File: src/rtl/ama_riscv_uart.sv
//==============================================================================
// ama_riscv_uart : MMIO UART, 8N1 serializer/deserializer with rv handshakes
// Revision: 1.0
//==============================================================================
`timescale 1ns/1ps
`default_nettype none

module ama_riscv_uart #(
   parameter int CLK_FREQ  = 100_000_000,
   parameter int BAUD_RATE = 115_200
) (
   input  logic       clk,
   input  logic       rst,
   input  logic [7:0] send_req_data,
   input  logic       send_req_valid,
   output logic       send_req_ready,
   output logic [7:0] recv_rsp_data,
   output logic       recv_rsp_valid,
   input  logic       recv_rsp_ready,
   input  logic       serial_in,
   output logic       serial_out
);

   localparam int SYM  = CLK_FREQ / BAUD_RATE;
   localparam int HALF = SYM / 2;
   localparam int CW   = $clog2(SYM) + 1;
   localparam logic [CW-1:0] SYM_LAST  = CW'(SYM - 1);
   localparam logic [CW-1:0] HALF_LAST = CW'(HALF - 1);

   generate
      if (SYM < 4) begin : g_sym_check
         $error("ama_riscv_uart: CLK_FREQ/BAUD_RATE must be at least 4");
      end
   endgenerate

   // ---------------------------------------------------------------- TX path
   typedef enum logic [0:0] {
      TX_IDLE  = 1'b0,
      TX_SHIFT = 1'b1
   } tx_state_t;

   tx_state_t     r_tx_state;
   logic [9:0]    r_tx_shreg;
   logic [CW-1:0] r_tx_baud;
   logic [3:0]    r_tx_bit;

   always_ff @(posedge clk) begin
      if (rst) begin
         r_tx_state     <= TX_IDLE;
         r_tx_shreg     <= '1;
         r_tx_baud      <= '0;
         r_tx_bit       <= '0;
         serial_out     <= 1'b1;
         send_req_ready <= 1'b1;
      end else begin
         case (r_tx_state)
            TX_IDLE: begin
               if (send_req_valid) begin
                  r_tx_shreg     <= {1'b1, send_req_data, 1'b0};
                  r_tx_baud      <= '0;
                  r_tx_bit       <= '0;
                  serial_out     <= 1'b0;
                  send_req_ready <= 1'b0;
                  r_tx_state     <= TX_SHIFT;
               end
            end
            TX_SHIFT: begin
               if (r_tx_baud == SYM_LAST) begin
                  r_tx_baud <= '0;
                  if (r_tx_bit == 4'd9) begin
                     serial_out     <= 1'b1;
                     send_req_ready <= 1'b1;
                     r_tx_state     <= TX_IDLE;
                  end else begin
                     // serial_out tracks the new bit 0 of the shifted register
                     r_tx_shreg <= {1'b1, r_tx_shreg[9:1]};
                     serial_out <= r_tx_shreg[1];
                     r_tx_bit   <= r_tx_bit + 4'd1;
                  end
               end else begin
                  r_tx_baud <= r_tx_baud + CW'(1);
               end
            end
            default: begin
               serial_out     <= 1'b1;
               send_req_ready <= 1'b1;
               r_tx_state     <= TX_IDLE;
            end
         endcase
      end
   end

   // ---------------------------------------------------------------- RX path
   typedef enum logic [1:0] {
      RX_IDLE  = 2'd0,
      RX_START = 2'd1,
      RX_DATA  = 2'd2,
      RX_STOP  = 2'd3
   } rx_state_t;

   rx_state_t     r_rx_state;
   logic          r_rx_meta;
   logic          r_rx_s;
   logic          r_rx_prev;
   logic [7:0]    r_rx_shreg;
   logic [CW-1:0] r_rx_baud;
   logic [3:0]    r_rx_bit;

   always_ff @(posedge clk) begin
      if (rst) begin
         r_rx_meta <= 1'b1;
         r_rx_s    <= 1'b1;
         r_rx_prev <= 1'b1;
      end else begin
         r_rx_meta <= serial_in;
         r_rx_s    <= r_rx_meta;
         r_rx_prev <= r_rx_s;
      end
   end

   always_ff @(posedge clk) begin
      if (rst) begin
         r_rx_state     <= RX_IDLE;
         r_rx_shreg     <= '0;
         r_rx_baud      <= '0;
         r_rx_bit       <= '0;
         recv_rsp_data  <= 8'h00;
         recv_rsp_valid <= 1'b0;
      end else begin
         if (recv_rsp_valid && recv_rsp_ready)
            recv_rsp_valid <= 1'b0;

         case (r_rx_state)
            RX_IDLE: begin
               if (r_rx_prev && !r_rx_s) begin
                  r_rx_baud  <= '0;
                  r_rx_state <= RX_START;
               end
            end
            RX_START: begin
               if (r_rx_baud == HALF_LAST) begin
                  r_rx_baud  <= '0;
                  r_rx_bit   <= '0;
                  r_rx_state <= r_rx_s ? RX_IDLE : RX_DATA;
               end else begin
                  r_rx_baud <= r_rx_baud + CW'(1);
               end
            end
            RX_DATA: begin
               if (r_rx_baud == SYM_LAST) begin
                  r_rx_baud  <= '0;
                  r_rx_shreg <= {r_rx_s, r_rx_shreg[7:1]};
                  r_rx_bit   <= r_rx_bit + 4'd1;
                  if (r_rx_bit == 4'd7)
                     r_rx_state <= RX_STOP;
               end else begin
                  r_rx_baud <= r_rx_baud + CW'(1);
               end
            end
            RX_STOP: begin
               if (r_rx_baud == SYM_LAST) begin
                  r_rx_baud  <= '0;
                  r_rx_state <= RX_IDLE;
                  // Completion overrides a same-cycle handshake clear above
                  if (r_rx_s) begin
                     recv_rsp_data  <= r_rx_shreg;
                     recv_rsp_valid <= 1'b1;
                  end
               end else begin
                  r_rx_baud <= r_rx_baud + CW'(1);
               end
            end
            default: r_rx_state <= RX_IDLE;
         endcase
      end
   end

endmodule

`default_nettype wire

File: config.mk
export PLATFORM = sky130hd
export DESIGN_NAME = ama_riscv_uart
export DESIGN_NICKNAME = d
export VERILOG_FILES = /design/src/rtl/ama_riscv_uart.sv
export SDC_FILE = /design/constraint.sdc
export NUM_CORES = 1
export LEC_CHECK = 0
export ABC_AREA = 1
export BUFFER_PORTS_ARGS = -buffer_cell sky130_fd_sc_hd__buf_2
export CELL_PAD_IN_SITES_DETAIL_PLACEMENT = 0
export CELL_PAD_IN_SITES_GLOBAL_PLACEMENT = 2
export CORE_ASPECT_RATIO = 0.5
export CORE_MARGIN = 3
export CORE_UTILIZATION = 34
export DETAILED_ROUTE_END_ITERATION = 10
export PLACE_DENSITY_LB_ADDON = 0.12
export RECOVER_POWER = 50
export SLEW_MARGIN = 20
export SYNTH_ARGS = -nofsm -noshare
export SYNTH_HDL_FRONTEND = slang
export SYNTH_SLANG_ARGS = --single-unit
File: constraint.sdc
create_clock -name clk -period 1.9 [get_ports clk]
set_input_delay 0.285 -clock clk [delete_from_list [all_inputs] [get_ports clk]]
set_output_delay 0.285 -clock clk [all_outputs]
set_load 0.02 [all_outputs]
==> results.json <==
{
  "viasPerCell": 4.81,
  "drive_gt1_share_pct": 16.5,
  "fin_crit_ns": 1.75,
  "avgRoutedWirePerCell_um": 12.4,
  "synth_top_family_by_area": "simple AND/OR/NAND/NOR gates",
  "grt_first_pass_wirelength_um": 12100,
  "drv_cap": 0,
  "timing.final.crit_share_pct": 91.9,
  "clk_pin_slew_worst_paths_ns": 0.05,
  "clkPwrFrac_pct": 49.0,
  "drt-initial-drc-count": 147,
  "final_cells": 567,
  "final_hold_viol_count": 0,
  "p_total_mw": 3.25,
  "gr-usage-met2_pct": 24.8,
  "cts.path.max_buffers": 2,
  "finClkSkew_ns": 0.00406,
  "dr.pass1.iters": 4,
  "gp_congestion": 0.778,
  "clock_latency_ns": 0.32,
  "diodes": 0,
  "p_leak_nw": 1.54,
  "vdd_drop_max_uv": 505,
  "grt.busiest_layer": "met2",
  "max_slew_margin_pct": 64.6,
  "avgSynthCellArea_um2": 7.33,
  "final_cell_area_mm2": 0.00362,
  "synth-main-ff-cell": "dfxtp_1",
  "start_util_pct": 36.7,
  "place_hpwl_um": 4910,
  "maxSlewViolCount": 0,
  "die_h_um": 73.3,
  "use_met1_pct": 18.5,
  "tightest_slew_ns": 0.531,
  "placed_area_mm2": 0.00334,
  "fin_ws_ns": 0.153,
  "power_density_mw_per_mm2": 898,
  "placed_cells": 551,
  "p_int_mw": 2.48,
  "core_mm2": 0.00840,
  "timing.fmax_ghz": 0.572,
  "yosys.area_share.simple_pct": 30.5,
  "met3_usage_pct": 4.68,
  "synthArstFlopShare_pct": 0,
  "switching_power_mw": 0.777,
  "worstSetupStartpointType": "flop",
  "yosysUniqueCellTypes": 39,
  "port_buffers": 23,
  "required_ns": 2.09,
  "yosysWarningCount": 0,
  "fin_tns_setup_ns": 0,
  "ys_ff_latch": 63,
  "synth_xor_xnor_area_share_pct": 1.14,
  "die_w_um": 141,
  "grt_start_max_net_pins": 33,
  "vias": 2730,
  "critPathMaxFanout": 17,
  "root_buffer": "clkbuf_16",
  "setup_viol": 0,
  "drcViolationCount": 0,
  "swShare_pct": 23.9,
  "cts_buffers": 9,
  "status": "finished, final reports clean",
  "row_count": 23,
  "synth_compound_area_share_pct": 16.8,
  "syn_nets": 440,
  "synth_edf_count": 0,
  "grt_pass1_vias": 2628,
  "die_area_mm2": 0.0103,
  "grtUsageTotal_pct": 14.8,
  "syn_to_final_growth_pct": 17.4,
  "detailedPlace.worstSlack_ns": 0.179,
  "overflow": 0,
  "clkSinkCount": 63,
  "antenna_found_initial": 0,
  "seqPwrFrac_pct": 42.7,
  "critical_path_class": "reg -> reg",
  "combinationalPowerShare_pct": 8.3,
  "hold_class": "in -> reg",
  "cp-end-kind": "flop",
  "routed_wl_um": 7040,
  "crit_arrival_ns": 1.94,
  "synthMuxAreaShare_pct": 0,
  "netlist_instances": 421,
  "synth_area_mm2": 0.00308,
  "ys_seq_area_share_pct": 40.9,
  "yosys.area_share.adder_pct": 2.43,
  "ctsHtreeMaxLevel": 3,
  "rsz0062_at_grt": "false",
  "io_pins": 24,
  "cts_tree": "done",
  "ant_nets": 0,
  "final_nets": 469
}
-- synth_stat cells (6+ instances only) --
cell	n	area share, %
nand4_1	7	1.4
nor2_1	46	5.6
clkbuf_1	9	1.1
nand3_1	23	3.7
a21oi_1	31	5.0
o21ai_1	8	1.3
nand2_1	107	13
ha_1	6	2.4
inv_1	39	4.7
o21ai_0	13	2.1
a211oi_2	9	3.7
dfxtp_1	63	41
-- metrics by stage --
step                      hold slack (ns)  utilization [%]
after global placement              0.401             39.8
after CTS                           0.133             43.3
after detailed placement            0.396             39.8
after global routing                0.139             43.1
after floorplan                     0.389                -
final                               0.143             43.1
-- flip-flops by register name (all words and copies together), names as in the netlist, 4 cells and up, named ones only --
name / count
r_rx_baud: 11
recv_rsp_data: 8
r_rx_bit: 4
r_rx_shreg: 8
r_tx_baud: 11
r_tx_shreg: 8
r_tx_bit: 4
-- final cells by class --
| cell class | instances | area [um^2] |
|---|---|---|
| Clock buffer | 14 | 284 |
| Fill cell | 869 | 4780 |
| Multi-Input combinational cell | 298 | 1570 |
| Inverter | 46 | 174 |
| Tap cell | 112 | 140 |
| Sequential cell | 63 | 1260 |
| Timing Repair Buffer | 32 | 181 |
| Clock inverter | 2 | 12.5 |
-- per-layer routing --
layer / share of wire (%) / wire (um)
met2: 44 / 3120
met1: 51 / 3620
met4: 1.1 / 74
met5: 0 / 0
met3: 3.2 / 226
-- worst max-delay path: stages, from the launching register on --
cell,delay (ns)
dfxtp_1,0.39
ha_1,0.26
nand2_1,0.11
nor2_4,0.13
inv_1,0.07
nor2_4,0.16
nand3_4,0.22
nor2_1,0.21
a211oi_2,0.05
-- what timing repair did --
item                                    4_1_cts  5_1_grt
hold buffers                                  0        0
endpoints found under the setup margin        0        4
resized for setup                             0        1
setup buffers                                 0        0
-- cells by family after synthesis --
group                    count (synthesis)
AND/OR/NAND/NOR                        209
XOR/XNOR                                 4
adder cells (fa/ha/maj)                  6
AO/OA/AOI/OAI                           79
buffers and inverters                   60
flip-flops                              63
-- worst paths after layout --
kind	start	endpoint	slack, ns	cells after the start
worst max-delay path	r_rx_baud[0]	recv_rsp_data[5]	0.15	8
worst min-delay path	serial_in	r_rx_meta	0.14	2
worst max register to register	r_rx_baud[0]	recv_rsp_data[5]	0.15	8
worst min register to register	r_rx_meta	r_rx_s	0.41	1
-- power by group through the flow --
| stage | combinational (mW) | clock [mW] | sequential [mW] |
|---|---|---|---|
| after floorplan | 0.191 | 0 | 1.41 |
| after global placement | 0.270 | 0 | 1.42 |
| after detailed placement | 0.273 | 0 | 1.42 |
| after CTS | 0.274 | 1.64 | 1.39 |
| after global routing | 0.307 | 1.71 | 1.39 |
| final | 0.270 | 1.59 | 1.39 |
-- cells in the final DEF (no fill, tap or decap), types with 2 or more instances in the layout --
| cell type | instances |
|---|---|
| o21ai_1 | 7 |
| o211ai_1 | 3 |
| clkinv_2 | 2 |
| o21ai_0 | 14 |
| inv_2 | 4 |
| a21oi_1 | 31 |
| nand3b_1 | 2 |
| xor2_1 | 4 |
| nor2_4 | 3 |
| a21oi_2 | 4 |
| or2_2 | 2 |
| dfxtp_1 | 63 |
| o21bai_1 | 2 |
| buf_4 | 8 |
| nor2_1 | 47 |
| nor2_2 | 4 |
| clkbuf_16 | 9 |
| clkbuf_8 | 4 |
| nand4_1 | 7 |
| a211oi_2 | 9 |
| nand3_1 | 23 |
| buf_2 | 12 |
| inv_1 | 40 |
| nand2_2 | 5 |
| nor3_1 | 4 |
| o21ai_2 | 3 |
| nand2_1 | 107 |
| clkbuf_1 | 12 |
| ha_1 | 6 |
Power figures use the tool's default switching activity.
